`src/rtl/fetch_pkg.sv`:
```
// Shared types and constants for the instruction-fetch stage.
package fetch_pkg;

  localparam int PcStep = 4;
  localparam int InsW   = 32;

  typedef enum logic [1:0] {
    FETCH_REQ,
    FETCH_WAIT,
    FETCH_DROP
  } fetch_state_t;

  // Default queue entry for the 32-bit PC configuration.
  typedef struct packed {
    logic [31:0]     pc;
    logic [InsW-1:0] ins;
  } fetch_entry_t;

endpackage

```
`src/rtl/fetch_queue.sv`:
```
// Shift-style synchronous FIFO. Slot 0 is always the head, so the head is
// a plain register with no read mux; flush overrides push and pop.
module fetch_queue
  import fetch_pkg::*;
#(
  parameter int  QDepth  = 2,
  parameter type entry_t = fetch_entry_t
) (
  input  logic   clk,
  input  logic   rst,
  input  logic   push,
  input  logic   pop,
  input  logic   flush,
  input  entry_t din,
  output logic   full,
  output logic   empty,
  output entry_t head
);

  localparam int CntW = $clog2(QDepth + 1);

  entry_t          mem   [QDepth];
  entry_t          above [QDepth];
  logic [CntW-1:0] count;
  logic [CntW-1:0] count_nxt;
  logic [CntW-1:0] wr_idx;
  logic            nempty;
  logic            do_push;
  logic            do_pop;

  assign full    = (count == CntW'(QDepth));
  assign empty   = !nempty;
  assign head    = mem[0];
  assign do_pop  = pop && nempty && !flush;
  assign do_push = push && !flush && (!full || do_pop);
  // On a simultaneous pop the tail slides down one, so the write lands one lower.
  assign wr_idx  = do_pop ? count - 1'b1 : count;

  // Each slot's shift source; the top slot refills with zero.
  for (genvar g = 0; g < QDepth; g++) begin : g_above
    if (g < QDepth - 1) begin : g_mid
      assign above[g] = mem[g+1];
    end else begin : g_top
      assign above[g] = '0;
    end
  end

  // Occupancy after this cycle's flush/push/pop.
  always_comb begin
    count_nxt = count;
    if (flush)                  count_nxt = '0;
    else if (do_push && !do_pop) count_nxt = count + 1'b1;
    else if (do_pop && !do_push) count_nxt = count - 1'b1;
  end

  // Storage and occupancy; the non-empty flag is registered so ins_valid
  // comes straight from a flop.
  always_ff @(posedge clk) begin
    if (rst) begin
      for (int i = 0; i < QDepth; i++) mem[i] <= '0;
      count  <= '0;
      nempty <= 1'b0;
    end else begin
      count  <= count_nxt;
      nempty <= (count_nxt != '0);
      for (int i = 0; i < QDepth; i++) begin
        if (do_push && wr_idx == CntW'(i)) mem[i] <= din;
        else if (do_pop)                   mem[i] <= above[i];
      end
    end
  end

endmodule

```
`src/rtl/fetch_unit.sv`:
```
// Instruction fetch: keeps the fetch PC, issues one imem request at a time,
// buffers responses with their PC, and flushes on redirects from EX.
module fetch_unit
  import fetch_pkg::*;
#(
  parameter int                  WordSize    = 32,
  parameter logic [WordSize-1:0] ResetVector = '0,
  parameter int                  QDepth      = 2
) (
  input  logic                clk,
  input  logic                rst,
  output logic                imem_req_valid,
  input  logic                imem_req_ready,
  output logic [WordSize-1:0] imem_req_addr,
  input  logic                imem_resp_valid,
  input  logic [InsW-1:0]     imem_resp_data,
  input  logic                redirect_valid,
  input  logic [WordSize-1:0] redirect_pc,
  input  logic                stall,
  output logic                ins_valid,
  output logic [InsW-1:0]     ins,
  output logic [WordSize-1:0] pc_out
);

  typedef struct packed {
    logic [WordSize-1:0] pc;
    logic [InsW-1:0]     ins;
  } entry_t;

  fetch_state_t        state, state_nxt;
  logic [WordSize-1:0] fetch_pc;
  logic [WordSize-1:0] req_pc;
  logic                req_fire;
  logic                push, pop, full, empty;
  entry_t              head;
  logic                unused_rpc_lo;

  // Redirect targets are word aligned; the low bits are dropped.
  assign unused_rpc_lo = ^redirect_pc[1:0];

  assign imem_req_valid = !rst && (state == FETCH_REQ) && !redirect_valid && !full;
  assign imem_req_addr  = fetch_pc;
  assign req_fire       = imem_req_valid && imem_req_ready;
  assign push           = (state == FETCH_WAIT) && imem_resp_valid && !redirect_valid;
  assign pop            = ins_valid && !stall && !redirect_valid;
  assign ins_valid      = !empty;
  assign ins            = head.ins;
  assign pc_out         = head.pc;

  fetch_queue #(
    .QDepth (QDepth),
    .entry_t(entry_t)
  ) u_queue (
    .clk  (clk),
    .rst  (rst),
    .push (push),
    .pop  (pop),
    .flush(redirect_valid),
    .din  ('{pc: req_pc, ins: imem_resp_data}),
    .full (full),
    .empty(empty),
    .head (head)
  );

  // Next state: a redirect while a response is still owed parks in DROP
  // until that stale response shows up.
  always_comb begin
    state_nxt = state;
    case (state)
      FETCH_REQ:  if (!redirect_valid && req_fire) state_nxt = FETCH_WAIT;
      FETCH_WAIT: begin
        if (imem_resp_valid)     state_nxt = FETCH_REQ;
        else if (redirect_valid) state_nxt = FETCH_DROP;
      end
      FETCH_DROP: if (imem_resp_valid) state_nxt = FETCH_REQ;
      default:    state_nxt = FETCH_REQ;
    endcase
  end

  // State register; reset abandons any outstanding request.
  always_ff @(posedge clk) begin
    if (rst) state <= FETCH_REQ;
    else     state <= state_nxt;
  end

  // Fetch PC advances on each accepted request; redirect wins.
  always_ff @(posedge clk) begin
    if (rst) begin
      fetch_pc <= ResetVector;
      req_pc   <= '0;
    end else begin
      if (req_fire) req_pc <= fetch_pc;
      if (redirect_valid)
        fetch_pc <= {redirect_pc[WordSize-1:2], 2'b00};
      else if (req_fire)
        fetch_pc <= fetch_pc + WordSize'(PcStep);
    end
  end

  // A response with nothing outstanding means the memory side is broken.
  assert property (@(posedge clk) disable iff (rst)
    !(state == FETCH_REQ && imem_resp_valid));

endmodule

```
`config.mk`:
```
export PLATFORM = sky130hd
export DESIGN_NAME = fetch_unit
export DESIGN_NICKNAME = d
export VERILOG_FILES = /design/src/rtl/fetch_pkg.sv /design/src/rtl/fetch_queue.sv /design/src/rtl/fetch_unit.sv
export SDC_FILE = /design/constraint.sdc
export NUM_CORES = 1
export LEC_CHECK = 0
export BUFFER_PORTS_ARGS = -buffer_cell sky130_fd_sc_hd__buf_2
export CORE_AREA = 2 2 129 162
export DETAILED_ROUTE_END_ITERATION = 8
export DIE_AREA = 0 0 131 164
export RECOVER_POWER = 50
export SYNTH_ARGS = -nofsm -noshare
export SYNTH_HDL_FRONTEND = slang
export SYNTH_SLANG_ARGS = --single-unit
```
`constraint.sdc`:
```
create_clock -name clk -period 10.65 [get_ports clk]
set_input_delay 3.195 -clock clk [delete_from_list [all_inputs] [get_ports clk]]
set_output_delay 3.195 -clock clk [all_outputs]
set_load 0.005 [all_outputs]
```
Word level (Yosys, flattened, before mapping)
Memory sizes are Yosys's and may differ from the RTL's.
Cells that the tools add are included.
{ "word_totals": {"register_bits": 69, "ram_bits": 128, "in_bits": 70, "wordCells": 81, "memories": 1} }
{ "mem_list": {"columns": ["memory", "words", "word_bits", "read_ports", "rd_clocked_by_memory_dff", "write_ports", "line", "rtl"], "rows": [
  ["u_queue.mem", 2, 64, 2, 0, 2, "fetch_queue.sv:22", "entry_t mem [QDepth];"]
]} }
{ "op_classes": {"add_sub_neg": 3, "eq_ne": 7, "muxes": 30, "bitwise_logic": 4, "n_reduce_logical": 30} }
{ "ops": {"columns": ["operator", "n"], "rows": [
  ["$mux 64", 4],
  ["$mux 32", 2],
  ["$add 32x3->32 const B", 1],
  ["$logic_and 1x1->1", 17],
  ["$mux 2", 8],
  ["$mux 1", 15],
  ["$logic_not 1->1", 6],
  ["$pmux 2 s3", 1],
  ["$eq 2x1->1 const B", 2],
  ["$eq 2x2->1 const B", 2],
  ["$logic_not 2->1", 2],
  ["$or 1x1->1", 4],
  ["$reduce_bool 2->1", 2],
  ["$ne 3x3->1 const B", 1],
  ["$reduce_and 3->1", 1],
  ["$add 2x1->2 const B", 1],
  ["$ne 2x1->1 const B", 1],
  ["$ne 2x2->1 const B", 1],
  ["$reduce_or 2->1", 1],
  ["$sub 2x1->2 const B", 1],
  ["$logic_or 1x1->1", 1]
]} }

Logic depth before layout (Yosys ltp)
Gate-level depths: netlist of run 1.
{ "depth": {"depth_word": 13, "ltp_mapped": 9, "depth_no_buf": 7} }

Hierarchy
A second synthesis of run 1 with hierarchy kept.
{ "hier_totals": {"hier_cells": 834, "area_unflattened_um2": 8086.5} }
{ "modules_own_cells": {"columns": ["mod", "n_inst", "cells_each", "area_per_inst_um2"], "rows": [
  ["fetch_queue", 1, 455, 5138.7],
  ["fetch_unit", 1, 379, 2947.8]
]} }

Worst setup path after synthesis of run 1
Ideal clock, no wire load.
{ "synth_path": {"kind": "input -> output", "startpoint": "in redirect_valid", "endpoint": "out imem_req_valid", "arrival_time_ps": 4004, "slack_ps": 3451, "path_stages": 4, "path_cell_list": "buf_2 or2_2 clkbuf_1 nor4_1"} }
{ "synth_between": {"elab_chain_len": 3} }
{ "synth_rtl": {"columns": ["item", "line", "rtl"], "rows": [
  ["start: declaration", "fetch_unit.sv:17", "input logic redirect_valid,"],
  ["$logic_not 1->1", "fetch_unit.sv:41", "assign imem_req_valid = !rst && (state == FETCH_REQ) && !redirect_valid && !full;"],
  ["$logic_and 1x1->1 (2 in series)", "fetch_unit.sv:41", null],
  ["end: declaration", "fetch_unit.sv:12", "output logic imem_req_valid,"]
]} }
No other way between the ends.

==> results.sh, run 1 <==
export IMPL_vdd_ir_drop_worst_v=0.000102
export IMPL_dp_cells=1203
export IMPL_period_share=0.786
export IMPL_drt_pass1_iter_count=5
export IMPL_max_freq_mhz=119
export IMPL_synth_area_um2=7880
export IMPL_synth_largest_area_cell="dfxtp_1"
export IMPL_power_density_nw_per_um2=161
export IMPL_finalHoldViolations=0
export IMPL_dpl_hpwl_mm=12.4
export IMPL_synth_avg_cell_area_um2=9.54
export IMPL_clkSinkCount=189
export IMPL_core_um2=20000
export IMPL_ant_nets=0
export IMPL_fp_dieH_um=164
export IMPL_grt_use_total=0.192
export IMPL_grt_max_degree=69
export IMPL_hp_class="reg2reg"
export IMPL_fillers=1984
export IMPL_post_route_min_period_ns=8.37
export IMPL_multi_input_area_um2=3140
export IMPL_stdcell_count=1236
export IMPL_outcome="finished, violations left"
export IMPL_grt_pass1_wl_mm=32.4
export IMPL_rows=58
export IMPL_slew_viol_final=183
export IMPL_h_tree_depth=4
export IMPL_fp_dieW_um=131
export IMPL_antenna_found_initial=1
export IMPL_yosysSeqAreaShare=0.559
export IMPL_clkTransAtPathRegs_ns=0.07
export IMPL_synth_most_common_cell="nand2_1"
export IMPL_swShare=0.247
export IMPL_areaGrowthSynthToFinish_pct=18.0
export IMPL_slew_headroom=-1.05
export IMPL_avgRoutedWirePerCell_um=16.4
export IMPL_power_total_mw=1.50
export IMPL_gr_total_overflow=0
export IMPL_pin_count=168
export IMPL_synth_enable_flop_cells=62
export IMPL_cts_tree="yes"
export IMPL_p_clk_frac=0.426
export IMPL_switchingPower_mw=0.370
export IMPL_ys_flop_type="dfxtp_1"
export IMPL_postCtsHoldBufs=0
export IMPL_cp_max_fo=62
export IMPL_cts_root_buf="clkbuf_16"
export IMPL_cts_setup_buffers=0
export IMPL_synthCells=826
export IMPL_crit_family="buffers and inverters"
export IMPL_cts_resized_gates=0
export IMPL_drive_above_1_share=0.150
export IMPL_crit_type="in2reg"
export IMPL_cap_violations=4
export IMPL_critPathCaptureType="flip-flop"
export IMPL_finalSetupTns_ns=0
export IMPL_seq_area_um2=4400
export IMPL_synth_commonest_cells="nand2_1 (192), dfxtp_1 (127), a21oi_1 (112)"
export IMPL_num_vias=6570
export IMPL_clock_skew_ns=0.00844
export IMPL_yosysUniqueCellTypes=62
export IMPL_insertion_delay_ns=0.43
export IMPL_cp_required_ns=10.93
export IMPL_tightest_slew_ns=3.08
export IMPL_crit_buf_inv=5
export IMPL_synth_top_cell_area_share=0.323
export IMPL_post_place_ws_ns=3.12
export IMPL_route_detailed_drc=0
export IMPL_num_nets_final=1024
export IMPL_p_int_mw=1.13
export IMPL_dieArea_um2=21500
export IMPL_critical_path_max_stage_delay_ns=2.21
export IMPL_worst_setup_path_start_kind="primary input"
export IMPL_synthTopCellsByArea="dfxtp_1 (32%), edfxtp_1 (24%), nand2_1 (9.1%), a21oi_1 (7.1%), a22o_1 (6.9%)"
export IMPL_gp_congestion=0.794
export IMPL_cpMostUsedCell="clkbuf_1"
export IMPL_power_frac_seq=0.520
export IMPL_start_util=0.395
export IMPL_drtIter0Drc=350
export IMPL_fin_ws_ns=2.28
export IMPL_synth_warnings=0
export IMPL_cp_cell_sequence="buf_2, clkbuf_1, inv_1, clkbuf_1, and2_0, a2111oi_0, clkbuf_1, a22o_1"
export IMPL_cpMaxStageDelayCell="clkbuf_1"
export IMPL_combPwrFrac=0.054
export IMPL_p_leak_nw=3.23
export IMPL_synth_ff_latch_count=189
export IMPL_grt_pass1_vias=6165
export IMPL_setup_violations=0
export IMPL_viasPerCell=5.32
export IMPL_synth_async_reset_ratio=0
export IMPL_holdWs_ns=0.456
export IMPL_cp_arrival_ns=8.65
export IMPL_violations="capacitance limit, slew limit"
export IMPL_wl_mm=20.2
export IMPL_rsz0062_at_grt="no"
export IMPL_cts_buffers=17
export IMPL_port_buffers=161
export IMPL_clockBufferDepth=2
[cells in the final DEF, fill, tap and decap left out, drive strengths merged, types with 3 or more instances in the layout]
cell type	count
nor3	12
or4	6
o311ai	4
nand2	193
o211ai	6
buf	104
nand4	13
and3	6
a211oi	4
clkinv	3
xnor2	8
a22o	62
and2	6
dfxtp	127
edfxtp	62
or3	6
and4	4
nor4	4
nor2	16
a21oi	112
nand3	42
mux2i	4
o21ai	8
clkbuf	86
a31oi	13
conb	4
inv	14
[layer usage]
layer | global-route usage | wire, um | vias up | share of wire
met3 | 0.0339 | 968 | 20 | 0.048
met4 | 0.0609 | 292 | 0 | 0.014
li1 | - | - | 3255 | -
met1 | 0.264 | 9310 | 3109 | 0.46
met2 | 0.307 | 9670 | 186 | 0.48
met5 | 0 | 0 | - | 0
[cell families after synthesis]
kind of cell | after synthesis | share of synthesized area
other | 1 | 0.000476
adder cells (fa/ha/maj) | 2 | 0.00318
buffers and inverters | 74 | 0.0430
AND/OR/NAND/NOR | 319 | 0.188
flip-flops | 189 | 0.559
XOR/XNOR | 8 | 0.00889
AO/OA/AOI/OAI | 227 | 0.190
multiplexers | 6 | 0.00794
[final cells by class]
cell class / count / area share
sequential: 189 / 0.474
multi-input combinational: 566 / 0.338
timing repair buffer: 173 / 0.0861
clock buffer: 17 / 0.0458
tap: 270 / 0.0363
clock inverter: 15 / 0.0183
inverter: 5 / 0.00202
antenna: 1 / 0.000269
[path summary, 6_finish.rpt]
kind	slack, ns	cells past startpoint	to	start
hold reg to reg	0.46	2	u_queue.mem[1][44]$_SDFFE_PP0P_	u_queue.mem[1][44]$_SDFFE_PP0P_
hold / removal	0.46	2	u_queue.mem[1][44]$_SDFFE_PP0P_	u_queue.mem[1][44]$_SDFFE_PP0P_
setup / recovery	2.28	8	u_queue.mem[0][46]$_SDFFCE_PN0P_	redirect_valid
setup reg to reg	6.22	7	u_queue.mem[0][46]$_SDFFCE_PN0P_	u_queue.count[0]$_SDFF_PP0_
[worst min-delay path: cells and delay by family (launching register included)]
family	cells	cell delay, ns
and+or+nand+nor	1	0.05
DFF	1	0.31
AOI/OAI and AO/OA	1	0.05
[registers in the layout, summed over array words and instances (netlist names)]
register,cells
u_queue.mem,124
imem_req_addr,30
req_pc,30
state,2
u_queue.count,2
u_queue.nempty,1
[power groups by stage]
stage               Sequential, mW  Combinational, mW  Clock, mW
floorplan                    0.793             0.0403          0
global placement             0.795             0.0851          0
detailed placement           0.796             0.0854          0
CTS                          0.779             0.0857      0.653
global route                 0.783             0.0906      0.679
finish                       0.779             0.0807      0.639
[stage by stage]
step | utilization | cell area [um^2]
floorplan | - | 7890
global placement | 0.443 | 8830
detailed placement | 0.443 | 8830
CTS | 0.472 | 9430
global route | 0.466 | 9300
finish | 0.466 | 9300
No activity file was read; power rests on OpenSTA's default activity.
==> run 2, diff against run 1 <==
- clock period: 10.65 -> 8.5 ns (I/O delays scaled with it)
==> run 2 against run 1 <==
- the run still ends with capacitance limit, slew limit left
- design area is 0.48% higher
- clock skew is 0.0019 ns higher
- wire length is 0.56% lower
- clock power is 27% higher
- clock-buffer cell count stayed put
- register-to-register slack worse by 2.3 ns
- total power is 26% higher
- utilization is 0.23 points higher
- via count is 2.1% lower
- highest routed layer unchanged
==> results.sh, run 2 (same netlist as run 1, synthesis figures left out) <==
export IMPL_outcome="finished, violations left"
export IMPL_violations="capacitance limit, slew limit"
export IMPL_setup_violations=0
export IMPL_cp_arrival_ns=4.42
export IMPL_cp_required_ns=5.95
export IMPL_fp_dieH_um=164
export IMPL_final_cell_mix="nand2_1 (191), dfxtp_1 (127), a21oi_1 (112)"
export IMPL_grt_pass1_vias=5930
export IMPL_critPathCaptureType="primary output"
export IMPL_p_clk_frac=0.430
export IMPL_slew_headroom=-1.11
export IMPL_n_antenna_cell=0
export IMPL_num_nets_final=1024
export IMPL_areaGrowthSynthToFinish_pct=18.6
export IMPL_num_vias=6435
export IMPL_insertion_delay_ns=0.44
export IMPL_rows=58
export IMPL_grt_max_degree=69
export IMPL_drt_pass1_iter_count=4
export IMPL_fp_dieW_um=131
export IMPL_pin_count=168
export IMPL_clockBufferDepth=2
export IMPL_ant_nets=0
export IMPL_cts_tree="yes"
export IMPL_rsz0062_at_grt="no"
export IMPL_clkTransAtPathRegs_ns=0.07
export IMPL_core_um2=20000
export IMPL_worst_setup_path_start_kind="primary input"
export IMPL_route_detailed_drc=0
export IMPL_crit_start="rst"
export IMPL_avgRoutedWirePerCell_um=16.3
export IMPL_power_frac_seq=0.516
export IMPL_grt_pass1_wl_mm=31.9
export IMPL_cp_max_fo=35
export IMPL_start_util=0.395
export IMPL_drtIter0Drc=430
export IMPL_stdcell_area_um2=9340
export IMPL_port_buffers=161
export IMPL_fillers=1959
export IMPL_finalSetupTns_ns=0
export IMPL_gr_total_overflow=0
export IMPL_antenna_found_initial=0
export IMPL_hp_class="reg2reg"
export IMPL_cts_setup_buffers=0
export IMPL_max_freq_mhz=144
export IMPL_swShare=0.261
export IMPL_crit_type="in2out"
export IMPL_switchingPower_mw=0.494
export IMPL_cts_resized_gates=0
export IMPL_dpl_cell_area_um2=8830
export IMPL_hp_start="u_queue.mem[1][51]$_SDFFE_PP0P_"
export IMPL_layout_commonest_cell="nand2_1"
export IMPL_period_share=0.820
export IMPL_slew_viol_final=205
export IMPL_holdWs_ns=0.455
export IMPL_dpl_hpwl_mm=12.2
export IMPL_wl_mm=20.1
export IMPL_clkSinkCount=189
export IMPL_dieArea_um2=21500
export IMPL_cts_buffers=17
export IMPL_tightest_slew_ns=3.17
export IMPL_post_route_min_period_ns=6.97
export IMPL_cts_root_buf="clkbuf_16"
export IMPL_grt_use_total=0.191
export IMPL_p_leak_nw=3.24
export IMPL_clock_skew_ns=0.0104
export IMPL_finalHoldViolations=0
export IMPL_combPwrFrac=0.054
export IMPL_p_int_mw=1.40
export IMPL_timing_rr_start="u_queue.nempty$_SDFF_PP0_"
export IMPL_h_tree_depth=4
export IMPL_vdd_ir_drop_worst_v=0.000134
export IMPL_postCtsHoldBufs=0
export IMPL_largest_register="u_queue.mem"
export IMPL_drive_above_1_share=0.151
export IMPL_cap_violations=4
export IMPL_viasPerCell=5.21
export IMPL_gp_congestion=0.789
export IMPL_power_density_nw_per_um2=202
export IMPL_largest_register_ffs=124
[run 2: changes by cell type in the layout (fill, tap and decap cells not counted), moves of 2 or more]
cell	delta
buf_2	-5
clkbuf_1	+6
clkinv_8	+4
clkinvlp_4	-2
nand3_1	-2
nand3_2	+2
[run 2: worst max-delay path, cell delays in order]
cell and delay, ns:
clkbuf_1 1.28, or2_2 0.39, nor4_1 0.06, buf_2 0.14
[run 2: power groups by stage]
stage / logic (mW) / registers [mW] / clock network (mW)
after floorplan: 0.0505 / 0.993 / 0
after global placement: 0.106 / 0.997 / 0
after detailed placement: 0.107 / 0.996 / 0
after CTS: 0.107 / 0.976 / 0.827
after global routing: 0.114 / 0.981 / 0.867
final: 0.102 / 0.976 / 0.812
[run 2: final timing paths]
check,end,slack [ns],cells after the start
min,u_queue.mem[1][51]$_SDFFE_PP0P_,0.45,2
max,imem_req_valid,1.53,4
min reg2reg,u_queue.mem[1][51]$_SDFFE_PP0P_,0.45,2
max reg2reg,u_queue.mem[0][46]$_SDFFCE_PN0P_,3.88,5
[run 2: stage by stage]
stage	total power [mW]	instances	utilization	setup slack, ns
3_3_place_gp	1.10	1203	0.443	2.41
6_report	1.89	1235	0.468	1.53
3_5_place_dp	1.10	1203	0.443	2.43
2_1_floorplan	1.04	829	-	2.59
5_1_grt	1.96	1235	0.468	1.32
4_1_cts	1.91	1235	0.473	2.42
[run 2: layout make-up]
cell class | instances | area [um^2] | area share
tap | 270 | 338 | 0.0362
multi-input combinational | 566 | 3170 | 0.340
clock inverter | 15 | 189 | 0.0202
timing repair buffer | 173 | 795 | 0.0850
clock buffer | 17 | 425 | 0.0455
sequential | 189 | 4400 | 0.471
inverter | 5 | 18.8 | 0.00201
[run 2: routing by layer]
metal | share of wire | track usage | wire length [um]
met2 | 0.48 | 0.303 | 9570
met3 | 0.042 | 0.0368 | 837
met5 | 0 | 0 | 0
met4 | 0.011 | 0.0532 | 219
met1 | 0.47 | 0.265 | 9490
==> run 3, diff against run 2 <==
- clock period: 8.5 -> 6.75 ns (I/O delays scaled with it)
==> run 3 against run 2 <==
- the run still ends with capacitance limit, slew limit left
- via count is 1.2% higher
- sequential share of layout area fell by 0.11 points
- utilization up 0.11 points
- critical path type is now in2reg
- largest cell class unchanged
- largest power group unchanged
==> results.sh, run 3 (same netlist as run 1, synthesis figures left out) <==
export IMPL_outcome="finished, violations left"
export IMPL_violations="capacitance limit, slew limit"
export IMPL_antenna_found_initial=0
export IMPL_dpl_hpwl_mm=12.4
export IMPL_cp_max_fo=36
export IMPL_tightest_slew_ns=1.73
export IMPL_areaGrowthSynthToFinish_pct=18.9
export IMPL_hold_depth=2
export IMPL_drive_above_1_share=0.158
export IMPL_dpl_cell_area_um2=8840
export IMPL_rows=58
export IMPL_p_leak_nw=3.26
export IMPL_fillers=1965
export IMPL_h_tree_depth=4
export IMPL_ant_nets=0
export IMPL_finalSetupTns_ns=0
export IMPL_core_um2=20000
export IMPL_grt_pass1_vias=6043
export IMPL_pin_count=168
export IMPL_cpMaxStageDelayCell="clkbuf_1"
export IMPL_holdWs_ns=0.457
export IMPL_port_buffers=161
export IMPL_fin_ws_ns=1.19
export IMPL_cts_resized_gates=0
export IMPL_setup_violations=0
export IMPL_num_vias=6515
export IMPL_hp_class="reg2reg"
export IMPL_cts_tree="yes"
export IMPL_avgRoutedWirePerCell_um=16.3
export IMPL_layout_commonest_cell="nand2_1"
export IMPL_gp_congestion=0.796
export IMPL_cts_root_buf="clkbuf_16"
export IMPL_clkSinkCount=189
export IMPL_cts_setup_buffers=0
export IMPL_cpMostUsedCell="clkbuf_1"
export IMPL_post_route_min_period_ns=5.56
export IMPL_insertion_delay_ns=0.44
export IMPL_cap_violations=2
export IMPL_drtIter0Drc=392
export IMPL_grt_use_total=0.190
export IMPL_start_util=0.395
export IMPL_grt_pass1_wl_mm=32.1
export IMPL_grt_max_degree=68
export IMPL_rr_worst_depth=9
export IMPL_gr_total_overflow=0
export IMPL_wl_mm=20.2
export IMPL_post_place_ws_ns=1.76
export IMPL_clock_skew_ns=0.0114
export IMPL_clockBufferDepth=2
export IMPL_crit_type="in2reg"
export IMPL_stdcell_count=1236
export IMPL_fp_dieH_um=164
export IMPL_cp_arrival_ns=5.90
export IMPL_max_freq_mhz=180
export IMPL_power_total_mw=2.37
export IMPL_num_nets_final=1025
export IMPL_drt_pass1_iter_count=5
export IMPL_n_antenna_cell=0
export IMPL_postCtsHoldBufs=0
export IMPL_route_detailed_drc=0
export IMPL_finalHoldViolations=0
export IMPL_cp_required_ns=7.09
export IMPL_period_share=0.823
export IMPL_cp_cell_sequence="buf_2, clkbuf_1, nor2_1, nand2_1, clkbuf_1, or4_1, o21ai_1, a311oi_1"
export IMPL_critPathCaptureType="flip-flop"
export IMPL_dieArea_um2=21500
export IMPL_power_density_nw_per_um2=253
export IMPL_rsz0062_at_grt="no"
export IMPL_vdd_ir_drop_worst_v=0.000161
export IMPL_largest_register_ffs=124
export IMPL_fp_dieW_um=131
export IMPL_slew_viol_final=73
export IMPL_viasPerCell=5.27
export IMPL_worst_setup_path_start_kind="primary input"
export IMPL_clkTransAtPathRegs_ns=0.07
export IMPL_critical_path_max_stage_delay_ns=1.29
export IMPL_dp_cells=1204
export IMPL_slew_headroom=-0.156
export IMPL_final_util=0.469
export IMPL_final_cell_mix="nand2_1 (192), dfxtp_1 (127), a21oi_1 (112)"
export IMPL_cts_buffers=17
export IMPL_largest_register="u_queue.mem"
export IMPL_stdcell_area_um2=9360
==> run 3: area by class of cell <==
| class | count | area [um^2] | share of cell area |
|---|---|---|---|
| Clock buffer | 17 | 425 | 0.0454 |
| Clock inverter | 15 | 194 | 0.0207 |
| Inverter | 5 | 18.8 | 0.00200 |
| Multi-Input combinational cell | 566 | 3170 | 0.339 |
| Sequential cell | 189 | 4400 | 0.470 |
| Tap cell | 270 | 338 | 0.0361 |
| Timing Repair Buffer | 174 | 813 | 0.0869 |
==> run 3: metal layers <==
layer  part of all wire  vias up  global-route usage
met3              0.047       18              0.0355
met4              0.015        0              0.0566
met1               0.46     3076               0.262
li1                   -     3243                   -
met5                  0        -                   0
met2               0.47      178               0.304
==> run 3: worst max-delay path: cells and delay by family <==
family,cells,cell delay (ns)
simple gates,3,0.91
compound gates,2,0.36
buf+inv,3,2.58
==> run 3: power by group <==
part           switching, mW  total [mW]  internal [mW]
sequential            0.0282        1.23           1.20
clock                  0.502        1.01          0.507
combinational         0.0791       0.128         0.0492
==> run 3: path summary, 6_finish.rpt <==
kind / from / endpoint / slack, ns
worst max-delay path: redirect_valid / imem_req_addr[26]$_SDFFE_PP0P_ / 1.19
worst min-delay path: u_queue.mem[1][45]$_SDFFE_PP0P_ / u_queue.mem[1][45]$_SDFFE_PP0P_ / 0.46
worst max register to register: u_queue.count[0]$_SDFF_PP0_ / imem_req_addr[26]$_SDFFE_PP0P_ / 3.24
worst min register to register: u_queue.mem[1][45]$_SDFFE_PP0P_ / u_queue.mem[1][45]$_SDFFE_PP0P_ / 0.46
